==> config.mk <==
export PLATFORM = sky130hd
export DESIGN_NAME = hbridge_deadtime_driver_flat
export DESIGN_NICKNAME = d
export VERILOG_FILES = /design/src/rtl/hbridge_deadtime_driver_if.sv /design/src/rtl/hbridge_deadtime_driver.sv /design/src/flat_wrapper.sv
export SDC_FILE = /design/constraint.sdc
export NUM_CORES = 1
export LEC_CHECK = 0
export ABC_AREA = 1
export CAP_MARGIN = 20
export CORE_MARGIN = 2
export CORE_UTILIZATION = 58
export CTS_CLUSTER_SIZE = 24
export DETAILED_ROUTE_END_ITERATION = 6
export MAX_ROUTING_LAYER = met4
export PLACE_DENSITY_LB_ADDON = 0.1
export REMOVE_ABC_BUFFERS = 1
export SKIP_LAST_GASP = 1
export SLEW_MARGIN = 5
export SYNTH_ARGS = -nofsm -noshare
export SYNTH_HDL_FRONTEND = slang
export SYNTH_SLANG_ARGS = --single-unit
export TNS_END_PERCENT = 100
==> constraint.sdc <==
create_clock -name clk -period 1.76 [get_ports clk]
set_input_delay 0.352 -clock clk [delete_from_list [all_inputs] [get_ports clk]]
set_output_delay 0.352 -clock clk [all_outputs]
set_load 0.01 [all_outputs]
==> src/rtl/hbridge_deadtime_driver_if.sv <==
// Gate-driver command/status bundle between the SPWM modulator side and the
// H-bridge dead-time driver.
interface hbridge_deadtime_driver_if;
    logic [1:0] pwm;
    logic       i_en;
    logic       i_fault_clr;
    logic [3:0] o_gate;
    logic       o_fault;
    logic       o_busy;

    modport master (
        output pwm,
        output i_en,
        output i_fault_clr,
        input  o_gate,
        input  o_fault,
        input  o_busy
    );

    modport slave (
        input  pwm,
        input  i_en,
        input  i_fault_clr,
        output o_gate,
        output o_fault,
        output o_busy
    );
endinterface

==> src/rtl/hbridge_deadtime_driver.sv <==
// Three-level SPWM command to H-bridge gate drives, with a dead-time
// interlock per leg, sticky illegal-code fault and enable-forced safe off.
module hbridge_deadtime_driver #(
    parameter int unsigned DT_CYCLES = 25,
    parameter int unsigned NB_CNT    = 8
) (
    input  logic                      clk,
    input  logic                      rst_n,
    hbridge_deadtime_driver_if.slave  bus
);

    typedef enum logic [2:0] {
        S_OFF,
        S_LOW,
        S_DT_H,
        S_HIGH,
        S_DT_L
    } leg_state_e;

    typedef struct packed {
        leg_state_e        st;
        logic [NB_CNT-1:0] cnt;
    } leg_t;

    localparam logic [NB_CNT-1:0] DT_LOAD = NB_CNT'(DT_CYCLES - 1);

    logic [1:0] pwm_q;
    leg_t       leg_a_q, leg_b_q;
    leg_t       leg_a_d, leg_b_d;
    logic       fault_d;
    logic       force_off;
    logic [3:0] gate_d;
    logic       busy_d;

    function automatic leg_t leg_next(input leg_t cur, input logic tgt_hi, input logic off);
        leg_t nxt;
        nxt = cur;
        if (off) begin
            nxt.st  = S_OFF;
            nxt.cnt = '0;
        end else begin
            case (cur.st)
                S_OFF: begin
                    nxt.st  = S_DT_L;
                    nxt.cnt = DT_LOAD;
                end
                S_LOW: begin
                    if (tgt_hi) begin
                        nxt.st  = S_DT_H;
                        nxt.cnt = DT_LOAD;
                    end
                end
                S_HIGH: begin
                    if (!tgt_hi) begin
                        nxt.st  = S_DT_L;
                        nxt.cnt = DT_LOAD;
                    end
                end
                S_DT_H: begin
                    // high switch was never on, so abandoning the wait is safe
                    if (!tgt_hi) begin
                        nxt.st  = S_LOW;
                        nxt.cnt = '0;
                    end else if (cur.cnt == '0) begin
                        nxt.st = S_HIGH;
                    end else begin
                        nxt.cnt = cur.cnt - NB_CNT'(1);
                    end
                end
                S_DT_L: begin
                    if (tgt_hi) begin
                        nxt.st  = S_HIGH;
                        nxt.cnt = '0;
                    end else if (cur.cnt == '0) begin
                        nxt.st = S_LOW;
                    end else begin
                        nxt.cnt = cur.cnt - NB_CNT'(1);
                    end
                end
                default: begin
                    nxt.st  = S_OFF;
                    nxt.cnt = '0;
                end
            endcase
        end
        return nxt;
    endfunction

    function automatic logic in_dt(input leg_state_e st);
        return (st == S_DT_H) || (st == S_DT_L);
    endfunction

    always_comb begin
        // the post-edge fault value gates the legs, so a clear edge also
        // starts the DT_L restart and the low switches return DT_CYCLES later
        fault_d   = (pwm_q == 2'b11) || (bus.o_fault && !bus.i_fault_clr);
        force_off = fault_d || !bus.i_en;
        leg_a_d   = leg_next(leg_a_q, pwm_q == 2'b01, force_off);
        leg_b_d   = leg_next(leg_b_q, pwm_q == 2'b10, force_off);
        gate_d    = {leg_a_d.st == S_HIGH, leg_a_d.st == S_LOW,
                     leg_b_d.st == S_HIGH, leg_b_d.st == S_LOW};
        busy_d    = in_dt(leg_a_d.st) || in_dt(leg_b_d.st);
    end

    always_ff @(posedge clk or negedge rst_n) begin
        if (!rst_n) begin
            pwm_q       <= 2'b00;
            leg_a_q.st  <= S_OFF;
            leg_a_q.cnt <= '0;
            leg_b_q.st  <= S_OFF;
            leg_b_q.cnt <= '0;
            bus.o_gate  <= '0;
            bus.o_fault <= 1'b0;
            bus.o_busy  <= 1'b0;
        end else begin
            pwm_q       <= bus.pwm;
            leg_a_q     <= leg_a_d;
            leg_b_q     <= leg_b_d;
            bus.o_gate  <= gate_d;
            bus.o_fault <= fault_d;
            bus.o_busy  <= busy_d;
        end
    end

endmodule

==> src/flat_wrapper.sv <==
// flat-port wrapper written by rule: the top's interface ports become plain ports
module hbridge_deadtime_driver_flat 
#(
    parameter int unsigned DT_CYCLES = 25,
    parameter int unsigned NB_CNT    = 8
)
  (clk, rst_n, bus_pwm, bus_i_en, bus_i_fault_clr, bus_o_gate, bus_o_fault, bus_o_busy);
  hbridge_deadtime_driver_if bus_i ();
  input  logic clk;
  input  logic rst_n;
  input wire logic [$bits(bus_i.pwm)-1:0] bus_pwm;
  input wire logic [$bits(bus_i.i_en)-1:0] bus_i_en;
  input wire logic [$bits(bus_i.i_fault_clr)-1:0] bus_i_fault_clr;
  output wire logic [$bits(bus_i.o_gate)-1:0] bus_o_gate;
  output wire logic [$bits(bus_i.o_fault)-1:0] bus_o_fault;
  output wire logic [$bits(bus_i.o_busy)-1:0] bus_o_busy;
  assign bus_i.pwm = bus_pwm;
  assign bus_i.i_en = bus_i_en;
  assign bus_i.i_fault_clr = bus_i_fault_clr;
  assign bus_o_gate = bus_i.o_gate;
  assign bus_o_fault = bus_i.o_fault;
  assign bus_o_busy = bus_i.o_busy;
  hbridge_deadtime_driver #(.DT_CYCLES(DT_CYCLES), .NB_CNT(NB_CNT)) u_core (.clk(clk), .rst_n(rst_n), .bus(bus_i));
endmodule
Word-level counts from Yosys, hierarchy flattened

Cells that the tools add are included.
W data, S select, Z words.

Output and inout port bits: 6
Flip-flop bits (word level): 30

Reductions and logical operators: 14
Muxes and demuxes: 18
Add/subtract/negate cells: 2
Equality and inequality tests: 23

Operators with widths:

| operator              | number |
|---|---|
| $mux W11              | 10 |
| $pmux W11 S5          | 2 |
| $eq A3 B2 Y1 const B  | 8 |
| $logic_not A8 Y1      | 2 |
| $mux W8               | 2 |
| $sub A8 B1 Y8 const B | 2 |
| $eq A3 B1 Y1 const B  | 4 |
| $eq A3 B3 Y1 const B  | 4 |
| $mux W3               | 4 |
| $logic_not A3 Y1      | 2 |
| $ne A3 B1 Y1 const B  | 2 |
| $ne A3 B2 Y1 const B  | 2 |
| $logic_or A1 B1 Y1    | 5 |
| $eq A2 B2 Y1 const B  | 2 |
| $reduce_and A2 Y1     | 2 |
| $eq A2 B1 Y1 const B  | 1 |
| $logic_not A1 Y1      | 2 |
| $logic_and A1 B1 Y1   | 1 |

Longest topological paths before layout

Word-level depth: 8
Gate-level depth with buffers: 11
Mapped depth without buffers: 11

Worst setup path before layout

No wires, ideal clock.

Kind: register to register
Start point: reg u_core.leg_b_q[0] in the netlist's numbering
End point: reg u_core.bus.o_busy
Data required time: 1.643 ns
Setup time: 0.117 ns
Data arrival time: 1.272 ns
Setup slack: 0.371 ns
Path buffers: 0
Clock period less this slack: 1.389 ns
Cell stages (with the launch flop): 12
Cell sequence: dfrtp_1 inv_1 ha_1 inv_1 nor3_1 nand2_1 nand3_1 nand2_1 nand3_1 nand2_1 nand2_1 nand2_1

Cells in the longest elaborated chain, start to end: 8
Elaborated cells on any way between the ends: 11
Those cells by class: eq/ne (2); mux (6); reduce/logical (3)

RTL lines:

| element                                             | line                                                         | source |
|---|---|---|
| start, declared                                     | hbridge_deadtime_driver.sv:28                                | `leg_t leg_a_q, leg_b_q;` |
| start signal, assigned                              | hbridge_deadtime_driver.sv:118                               | `leg_b_q <= leg_b_d;` |
| $logic_not A8 Y1 (*)                                | hbridge_deadtime_driver.sv:64, hbridge_deadtime_driver.sv:74 |  |
| $mux W3 (on tied branches)                          | hbridge_deadtime_driver.sv:74, hbridge_deadtime_driver.sv:64 |  |
| $mux W11 (on tied branches)                         | hbridge_deadtime_driver.sv:71, hbridge_deadtime_driver.sv:61 |  |
| $pmux W11 S5 (*)                                    | hbridge_deadtime_driver.sv:42                                | `case (cur.st)` |
| $mux W11 (*)                                        | hbridge_deadtime_driver.sv:38                                | `if (off) begin` |
| $eq A3 B2 Y1 / $eq A3 B3 Y1 (equally long branches) | hbridge_deadtime_driver.sv:90                                | `return (st == S_DT_H) \|\| (st == S_DT_L);` |
| $logic_or A1 B1 Y1 (*)                              | hbridge_deadtime_driver.sv:90                                |  |
| $logic_or A1 B1 Y1 (*)                              | hbridge_deadtime_driver.sv:102                               | `busy_d = in_dt(leg_a_d.st) \|\| in_dt(leg_b_d.st);` |
| named net u_core.busy_d                             | hbridge_deadtime_driver.sv:33                                | `logic busy_d;` |
| end signal, assigned                                | hbridge_deadtime_driver.sv:121                               | `bus.o_busy <= busy_d;` |
| end, declared                                       | hbridge_deadtime_driver_if.sv:26                             | `output o_busy` |

The timed path passes the listed nets; every way through them passes the cells marked *.
A chain may end at the register's enable or synchronous reset.

Worst setup path after layout

Ends and elaborated chain as after synthesis.

==> impl_metrics.yaml <==
yosys:
  synth_top_family_by_area: "simple AND/OR/NAND/NOR gates"
  synth_top_area_cell: "dfrtp_1"
  synth_area_leaders: "dfrtp_1, nand2_1, inv_1, nor2_1, nand3_1"
  synth_compound_area_share_pct: 11.81
  synth_edf_count: 0
  synth-seq-cells: 30
  async_flop_share_pct: 100.0
  yosysSeqAreaShare_pct: 40.96
  synth_fa_ha_area_share_pct: 2.730
  synthTopCellsByCount: "nand2_1, inv_1, nor2_1"
  yosys_most_used_dff: "dfrtp_1"
  muxShareOfSynthArea_pct: 0
  synth_area_per_cell_um2: 7.606
  ys_types: 30
  synth_warnings: 0
  synth-simple-area-share_pct: 31.81
  synth_area_um2: 1833
  synth_xor_xnor_area_share_pct: 3.823
  synth_most_common_cell: "nand2_1"
  yosysTopAreaCellShare_pct: 40.96
  netlist_instances: 241
routing:
  first_pass_iters: 6
  wirelength_mm: 3.415
  vias: 1512
  vias_per_cell: 4.877
  drtAntennaViolNets: 0
  drtIter0Drc: 84
  wl_per_cell_um: 11.02
  drc: 0
timing:
  fin_hold_ws_ns: 0.3855
  slew_headroom_pct: 74.82
  worst_pin_slew_ns: 0.3777
  setup_viol: 0
  fin_crit_sh_pct: 90.67
  rsz0062_at_grt: "no"
  tns_ns: 0
  hold_viol: 0
  finalWorstSetupSlack_ns: 0.1643
  drv_slew: 0
  max_clock_freq_mhz: 626.7
  period_minus_slack_ns: 1.596
  finClkSkew_ns: 0.009398
power:
  power_density_nw_per_um2: 876.2
  pwr-share-comb_pct: 30.2
  power_frac_clock_pct: 27.8
  power.internal_mw: 1.237
  power.leakage_nw: 1.115
  sequentialPowerShare_pct: 42.0
  switchingPower_uw: 624.0
  power_switching_share_pct: 33.52
  ir_worst_vdd_v: 0.0005079
clocking:
  clockBufferDepth: 2
  cts-root-buf: "clkbuf_4"
  numCtsBuffers: 5
  clkSinkCount: 30
  clkTransAtPathRegs_ns: 0.10
  cts_tree: "done"
  insertion_delay_ns: 0.34
  htreeDepth: 2
floorplanning:
  rows: 20
  die_h_um: 60.22
  initial_utilization_pct: 60.54
  dieArea_um2: 3626
  core_area_um2: 3028
  io_pins: 12
  die_w_um: 60.22
grt:
  grt_max_degree: 31
  first_global_vias: 1318
  grt_pass1_wl_mm: 5.775
  grt.total_usage_pct: 22.91
  overflow: 0
  antenna_found_initial: 0
setup_path:
  critical-path-max-stage-delay_ns: 0.39
  crit_path_start_kind: "flip-flop"
  cp.arrival_ns: 1.83
  cp-end-kind: "flip-flop"
  crit_chain: "inv_1, ha_1, inv_1, nor3_1, nand2_2, nand3_1, nand2_1, nand3_1, nand2_1, nand2_1, nand2_1"
  critical-path-top-delay-family: "simple AND/OR/NAND/NOR gates"
  crit_required_ns: 1.99
  crit_path_frequent_cell: "nand2_1"
  path_buf_inv: 2
  path_max_fanout: 6
  cp_slowest_cell: "dfrtp_1"
  crit_type: "flip-flop to flip-flop"
outcome:
  status: "completed"
placement:
  gp_congestion: 0.8596
  dp_hpwl_mm: 2.573
  pre_cts_slack_ns: -0.03132
  portBuffers: 11
  place_inst: 300
flow_run:
  drv_cap: 0
finish:
  drive_above_1_share_pct: 13.16
  diodes: 0
  area_growth_pct: 15.90
  finalCoreUtilization_pct: 70.17
  final_cells: 310
  fin_nets: 275
worst_hold_path:
  min_path_type: "input port to asynchronous set/reset pin"
## layout by cell type (no fill, tap or decap), types with 2 or more instances in the layout
cell type / n
nand2_1: 52
inv_1: 38
nor2_1: 34
dfrtp_1: 30
nand3_1: 19
clkdlybuf4s50_1: 11
o21ai_0: 10
nor2_4: 8
xor2_1: 7
buf_4: 6
a21oi_1: 5
clkbuf_4: 5
nand2_2: 4
ha_1: 4
o211ai_1: 3
o21ai_1: 3
nor3_1: 3
clkbuf_8: 3
inv_2: 2
inv_4: 2
o21ai_2: 2
a21boi_1: 2
o22ai_1: 2
## through the flow
step,total power [mW],area (um2)
floorplan,1.194,1833
global placement,1.324,2028
detailed placement,1.326,2028
CTS,1.850,2107
global route,2.007,2125
finish,1.861,2125
## kinds of logic after synthesis
family	after synthesis
buffers and inverters	42
AO/OA/AOI/OAI	32
adder cells (fa/ha/maj)	4
AND/OR/NAND/NOR	125
XOR/XNOR	8
flip-flops	30
## power by group through the flow
stage                     Clock (mW)  Combinational (mW)  Sequential, mW
final                          0.517               0.562           0.782
after global placement             0               0.529           0.795
after CTS                      0.533               0.536           0.782
after detailed placement           0               0.531           0.795
after global routing           0.577               0.640           0.790
after floorplan                    0               0.403           0.791
## sequential cells by signal (all words and copies together), names as in the netlist
signal / cells
u_core.leg_b_q: 11
u_core.bus.o_busy: 1
u_core.leg_a_q: 11
u_core.bus.o_gate: 4
u_core.pwm_q: 2
u_core.bus.o_fault: 1
## timing repair
| item | CTS | global route |
|---|---|---|
| gates resized for setup | 0 | 1 |
| setup buffers | 0 | 2 |
| setup endpoints to repair | 0 | 1 |
| hold buffers | 0 | 0 |
## worst paths after layout
path	slack [ns]	to	depth (start not counted)	start
worst min-delay path	0.39	u_core.bus.o_gate[0]$_DFF_PN0_	2	rst_n
max in group asynchronous	1.09	u_core.leg_a_q[8]$_DFF_PN0_	2	rst_n
min in group clk	0.45	u_core.pwm_q[0]$_DFF_PN0_	1	bus_pwm[0]
worst max register to register	0.16	u_core.bus.o_busy$_DFF_PN0_	11	u_core.leg_b_q[0]$_DFFE_PN0P_
worst max-delay path	0.16	u_core.bus.o_busy$_DFF_PN0_	11	u_core.leg_b_q[0]$_DFFE_PN0P_
worst min register to register	0.54	u_core.leg_b_q[0]$_DFFE_PN0P_	2	u_core.leg_b_q[0]$_DFFE_PN0P_
## cell type report
| cell class | count | area, um2 |
|---|---|---|
| fillers | 263 | 903.4 |
| repair buffers | 17 | 155.1 |
| clock buffers | 8 | 78.83 |
| inverters | 42 | 162.7 |
| flip-flops and latches | 30 | 750.7 |
| multi-input cells | 169 | 922.1 |
| well taps | 44 | 55.05 |
## routing by layer
layer / track usage, % / vias to the layer above / share of wire (%)
met1: 29.05 / 670 / 50
met2: 34.16 / 26 / 45
li1: - / 811 / -
met3: 7.143 / 5 / 3.9
met5: - / - / 0
met4: 8.571 / 0 / 1.6
(Power assumes the default switching activity.)
